===== config.mk =====
export PLATFORM = sky130hd
export DESIGN_NAME = modulo_count_sequencer
export DESIGN_NICKNAME = d
export VERILOG_FILES = /design/src/rtl/modulo_count_sequencer_pkg.sv /design/src/rtl/modulo_count_sequencer_core.sv /design/src/rtl/modulo_count_sequencer.sv
export SDC_FILE = /design/constraint.sdc
export NUM_CORES = 1
export LEC_CHECK = 0
export ABC_AREA = 1
export CORE_UTILIZATION = 49
export DETAILED_ROUTE_END_ITERATION = 8
export GPL_TIMING_DRIVEN = 0
export PLACE_DENSITY = 0.74
export SYNTH_ARGS = -nofsm -noshare
export SYNTH_HDL_FRONTEND = slang
export SYNTH_SLANG_ARGS = --single-unit

===== constraint.sdc =====
create_clock -name clk_i -period 1.69 [get_ports clk_i]
set_input_delay 0.507 -clock clk_i [delete_from_list [all_inputs] [get_ports clk_i]]
set_output_delay 0.507 -clock clk_i [all_outputs]
set_load 0.02 [all_outputs]

===== src/rtl/modulo_count_sequencer_pkg.sv =====
// Shared definitions for the modulo count sequencer: default sizing and FSM state encoding.
package modulo_count_sequencer_pkg;

  localparam int unsigned CNT_WIDTH_DEF = 3;
  localparam int unsigned TERM_DEF      = 5;

  typedef enum logic [1:0] {
    ST_IDLE     = 2'd0,
    ST_RUN      = 2'd1,
    ST_STOPPING = 2'd2
  } state_t;

endpackage


===== src/rtl/modulo_count_sequencer_core.sv =====
// Count register with terminal compare and a phase flop that flips on every wrap.
module modulo_count_sequencer_core
  import modulo_count_sequencer_pkg::*;
#(
  parameter int unsigned WIDTH = CNT_WIDTH_DEF
) (
  input  logic             clk_i,
  input  logic             clr_i,
  input  logic             en_i,
  input  logic [WIDTH-1:0] term_i,
  output logic [WIDTH-1:0] count_o,
  output logic             tc_o,
  output logic             phase_o
);

  logic [WIDTH-1:0] count_q, count_d;
  logic             phase_q, phase_d;

  assign tc_o    = en_i && (count_q == term_i);
  assign count_o = count_q;
  assign phase_o = phase_q;

  // Wrap to zero at the terminal value; otherwise advance while enabled.
  always_comb begin
    count_d = count_q;
    phase_d = phase_q;
    if (tc_o) begin
      count_d = '0;
      phase_d = ~phase_q;
    end else if (en_i) begin
      count_d = count_q + WIDTH'(1);
    end
  end

  always_ff @(posedge clk_i) begin
    if (clr_i) begin
      count_q <= '0;
      phase_q <= 1'b0;
    end else begin
      count_q <= count_d;
      phase_q <= phase_d;
    end
  end

endmodule


===== src/rtl/modulo_count_sequencer.sv =====
// Run/stop sequencer for a programmable modulo counter with a shadowed terminal-value handshake.
module modulo_count_sequencer
  import modulo_count_sequencer_pkg::*;
#(
  parameter int unsigned WIDTH        = CNT_WIDTH_DEF,
  parameter int unsigned DEFAULT_TERM = TERM_DEF
) (
  input  logic             clk_i,
  input  logic             reset_i,
  input  logic             start_i,
  input  logic             stop_i,
  input  logic             cfg_valid_i,
  input  logic [WIDTH-1:0] cfg_term_i,
  output logic             cfg_ready_o,
  output logic [WIDTH-1:0] count_o,
  output logic             tc_o,
  output logic             phase_o,
  output logic             busy_o
);

  state_t           state_q, state_d;
  logic [WIDTH-1:0] term_q, term_d;
  logic [WIDTH-1:0] shadow_q, shadow_d;
  logic             shadow_v_q, shadow_v_d;
  logic             busy;
  logic             tc;
  logic             accept;

  assign busy        = (state_q != ST_IDLE);
  assign cfg_ready_o = !busy || !shadow_v_q;
  assign accept      = cfg_valid_i && cfg_ready_o;
  assign busy_o      = busy;
  assign tc_o        = tc;

  modulo_count_sequencer_core #(
    .WIDTH (WIDTH)
  ) u_core (
    .clk_i   (clk_i),
    .clr_i   (reset_i),
    .en_i    (busy),
    .term_i  (term_q),
    .count_o (count_o),
    .tc_o    (tc),
    .phase_o (phase_o)
  );

  // Next state plus terminal/shadow update; term only moves in IDLE or on a wrap edge.
  always_comb begin
    state_d    = state_q;
    term_d     = term_q;
    shadow_d   = shadow_q;
    shadow_v_d = shadow_v_q;

    case (state_q)
      ST_IDLE:     if (start_i && !stop_i) state_d = ST_RUN;
      ST_RUN:      if (stop_i) state_d = tc ? ST_IDLE : ST_STOPPING;
      ST_STOPPING: begin
        if (start_i && !stop_i) state_d = ST_RUN;
        else if (tc)            state_d = ST_IDLE;
      end
      default:     state_d = ST_IDLE;
    endcase

    if (!busy) begin
      if (accept) term_d = cfg_term_i;
    end else if (state_d == ST_IDLE) begin
      // Final wrap: anything pending lands directly in term_q.
      shadow_v_d = 1'b0;
      if (accept)          term_d = cfg_term_i;
      else if (shadow_v_q) term_d = shadow_q;
    end else begin
      if (tc && shadow_v_q) begin
        term_d     = shadow_q;
        shadow_v_d = 1'b0;
      end
      if (accept) begin
        shadow_d   = cfg_term_i;
        shadow_v_d = 1'b1;
      end
    end
  end

  always_ff @(posedge clk_i) begin
    if (reset_i) begin
      state_q    <= ST_IDLE;
      term_q     <= WIDTH'(DEFAULT_TERM);
      shadow_q   <= '0;
      shadow_v_q <= 1'b0;
    end else begin
      state_q    <= state_d;
      term_q     <= term_d;
      shadow_q   <= shadow_d;
      shadow_v_q <= shadow_v_d;
    end
  end

endmodule


==> impl_metrics.csv <==
group,metric,value,unit
logic_synthesis,netlist.area_leader.share,34.3,%
floorplanning,core,1370,µm²
setup_path,crit_fanout,2,
grt,grt_usage,19.3,%
finish,area_growth,34.1,%
finish,nNetsFinal,129,
setup_path,crit_arrival,1190,ps
timing,rsz0062_at_grt,"true",
clock_network,htreeDepth,1,
power_and_ir_drop,ir_worst_vdd,0.640,mV
setup_path,crit_slowest_cell,"dfxtp_2",
logic_synthesis,synth_top_area_cell,"dfxtp_1",
logic_synthesis,async_reset_ff_share,0,%
floorplanning,io_pins,15,
timing,period_share,100,%
finish,drive_above_1_share,34.5,%
status,violations,"negative setup slack",
logic_synthesis,netlist_instances,98,
clock_network,clockRootBuffer,"clkbuf_4",
drt,ant_nets,0,
floorplanning,start_util,55.6,%
logic_synthesis,avgSynthCellArea,7.75,µm²
setup_path,endpoint_kind,"output port",
placement,hpwl,1030,µm
logic_synthesis,synthesis.nets,107,
clock_network,tritoncts,"yes",
timing,max_freq,0.589,GHz
timing,maxSlewViolCount,0,
power_and_ir_drop,swShare,31.8,%
floorplanning,die_y,41.4,µm
finish,antenna_cells,0,
power_and_ir_drop,cellLeakagePower,0.000477,µW
setup_path,critPathRequiredTime,1180,ps
logic_synthesis,synth_area_leaders,"dfxtp_1 (34%), nand2_1 (12%), nand2_4 (7.4%)",
drt,detail_route.drc_violations,0,
timing,whs,451,ps
logic_synthesis,synth_area,759,µm²
min_path,whs_path_depth,1,
floorplanning,fp-row-count,13,
setup_path,startpoint_type,"flip-flop",
logic_synthesis,ys_ff_latch,13,
setup_path,max_stage_delay,360,ps
power_and_ir_drop,clkPwrFrac,27.6,%
timing,setup_viol_count_final,1,
drt,wl,1430,µm
timing,finClkSkew,1.57,ps
logic_synthesis,synthDistinctLibCells,22,
setup_path,path_class,"reg -> out",
power_and_ir_drop,intPower,498,µW
timing,relSlewSlack,83.5,%
logic_synthesis,synth_edf_count,0,
grt,grt_max_degree,11,
floorplanning,dieWidth,41.4,µm
logic_synthesis,synthFlopType,"dfxtp_1",
grt,antenna_found_initial,0,
power_and_ir_drop,power_frac_comb,25.4,%
clock_network,clk_pin_slew,80,ps
setup_path,path_depth,4,
clock_network,hold_buffers,0,
floorplanning,dieArea,1710,µm²
grt,grt_pass1_wl,2040,µm
drt,drt-initial-drc-count,9,
min_path,hp-class,"reg -> reg",
drt,drt_first_pass_iters,4,
clock_network,cts_buffers,3,
timing,finalHoldViolations,0,
logic_synthesis,yosys_warnings,0,
placement,io_buffer_count,14,
power_and_ir_drop,switchingPower,233,µW
job,cap_violations,0,
drt,num_vias,648,
timing,setup_ws,-7.98,ps
grt,grt_pass1_vias,474,
placement,dp.cells,127,
clock_network,clkLatencyLatePin,280,ps
setup_path,path_delay_family,"flip-flops",
finish,finalNonFillerCells,134,
timing,post-route-min-period,1700,ps
power_and_ir_drop,power_density,718,nW/µm²
clock_network,cts_num_sinks,13,
drt,wl_per_cell,10.7,µm
placement,gp_congestion,0.787,
setup_path,crit_buf_inv,1,
setup_path,path_cells,"xnor2_4 -> nand3_4 -> nor2_4 -> buf_6",
drt,viasPerCell,4.84,
timing,worstMarginPinSlew,247,ps
status,outcome,"complete, but fails checks",
logic_synthesis,yosysSeqAreaShare,34.3,%
setup_path,r2r_cells,9,
clock_network,clockBufferDepth,2,
power_and_ir_drop,power_frac_seq,47.0,%
grt,grt-ovfl-total,0,
[final cells by class]
type / count / area [µm²]
multi-input cells: 70 / 482
well taps: 15 / 18.8
repair buffers: 17 / 158
inverters: 15 / 61.3
clock buffers: 4 / 26.3
fillers: 113 / 348
flip-flops and latches: 13 / 273
[synthesized netlist by cell type (2+ instances only)]
cell / n
xor2_1: 2
nand2_4: 5
a21oi_1: 6
dfxtp_1: 13
o21ai_1: 3
nand3_1: 6
nor2_4: 3
nand2_1: 24
nor2_1: 8
inv_1: 14
nor2_2: 3
[cells in the final DEF (no fill, tap or decap), drive strengths merged]
cell | netlist | final
xor2 | 2 | 2
nor2 | 14 | 14
clkdlybuf4s15 | 0 | 1
nand3 | 8 | 8
clkdlybuf4s50 | 0 | 7
ha | 1 | 1
nand2 | 31 | 31
o211ai | 1 | 1
dfxtp | 13 | 13
o21ai | 5 | 5
buf | 0 | 5
xnor2 | 1 | 1
dlygate4sd2 | 0 | 4
nand3b | 1 | 1
clkbuf | 0 | 4
inv | 15 | 15
a21oi | 6 | 6
[routing by layer]
metal	vias up	global-route usage, %	routed length, µm
li1	349	-	-
met1	280	25.2	679
met2	15	28.1	661
met3	4	4.79	52
met4	0	12.1	33
met5	-	0	0
[stage by stage]
| stage | setup slack, ps | power, µW | setup TNS [ps] | utilization, % | area (µm²) |
|---|---|---|---|---|---|
| after floorplan | 80.5 | 463 | 0 | - | 759 |
| after global placement | -411 | 509 | -1790 | 67.2 | 918 |
| after detailed placement | -446 | 513 | -1990 | 67.2 | 918 |
| after CTS | -67.7 | 718 | -67.7 | 71.0 | 970 |
| after global routing | -76.5 | 771 | -76.5 | 74.5 | 1020 |
| final | -7.98 | 731 | -7.98 | 74.5 | 1020 |
[registers in the layout, summed over array words and instances (netlist names)]
register	count
state_q	2
u_core.phase_o	1
u_core.count_o	3
shadow_v_q	1
term_q	3
shadow_q	3
[logic make-up after synthesis]
group | count (synthesis) | synth area share (%)
simple gates | 54 | 43.8
buf+inv | 15 | 8.07
flops | 13 | 34.3
compound gates | 12 | 8.73
xor+xnor | 3 | 3.46
fa+ha+maj | 1 | 1.65
[final timing paths]
check                           slack, ps                   startpoint                           to
worst max-delay path                   -8       term_q[0]$_SDFFE_PP1P_                         tc_o
worst max register to register        290       term_q[0]$_SDFFE_PP1P_       term_q[1]$_SDFFE_PP0P_
worst min-delay path                  450  u_core.phase_o$_SDFFE_PP0P_  u_core.phase_o$_SDFFE_PP0P_
worst min register to register        450  u_core.phase_o$_SDFFE_PP0P_  u_core.phase_o$_SDFFE_PP0P_
[worst register-to-register path: stages (launching register included)]
cell	delay, ps
dfxtp_2	360
xnor2_4	180
nand3_4	120
nor2_4	120
buf_4	150
nand3_4	100
nand2_4	100
nand2_2	50
nor2_2	90
nor2_2	40
[power groups by stage]
| stage | Sequential (µW) | Clock [µW] | Combinational (µW) |
|---|---|---|---|
| CTS | 339 | 205 | 174 |
| detailed placement | 344 | 0 | 169 |
| global placement | 344 | 0 | 165 |
| floorplan | 347 | 0 | 116 |
| finish | 343 | 202 | 186 |
| global route | 346 | 220 | 205 |
[what timing repair did]
action / in CTS / in global routing
buffers inserted: 2 / 1
resized for setup: 22 / 15
setup endpoints to repair: 7 / 6
pin swaps: 4 / 4
Power figures use the tool's default switching activity.
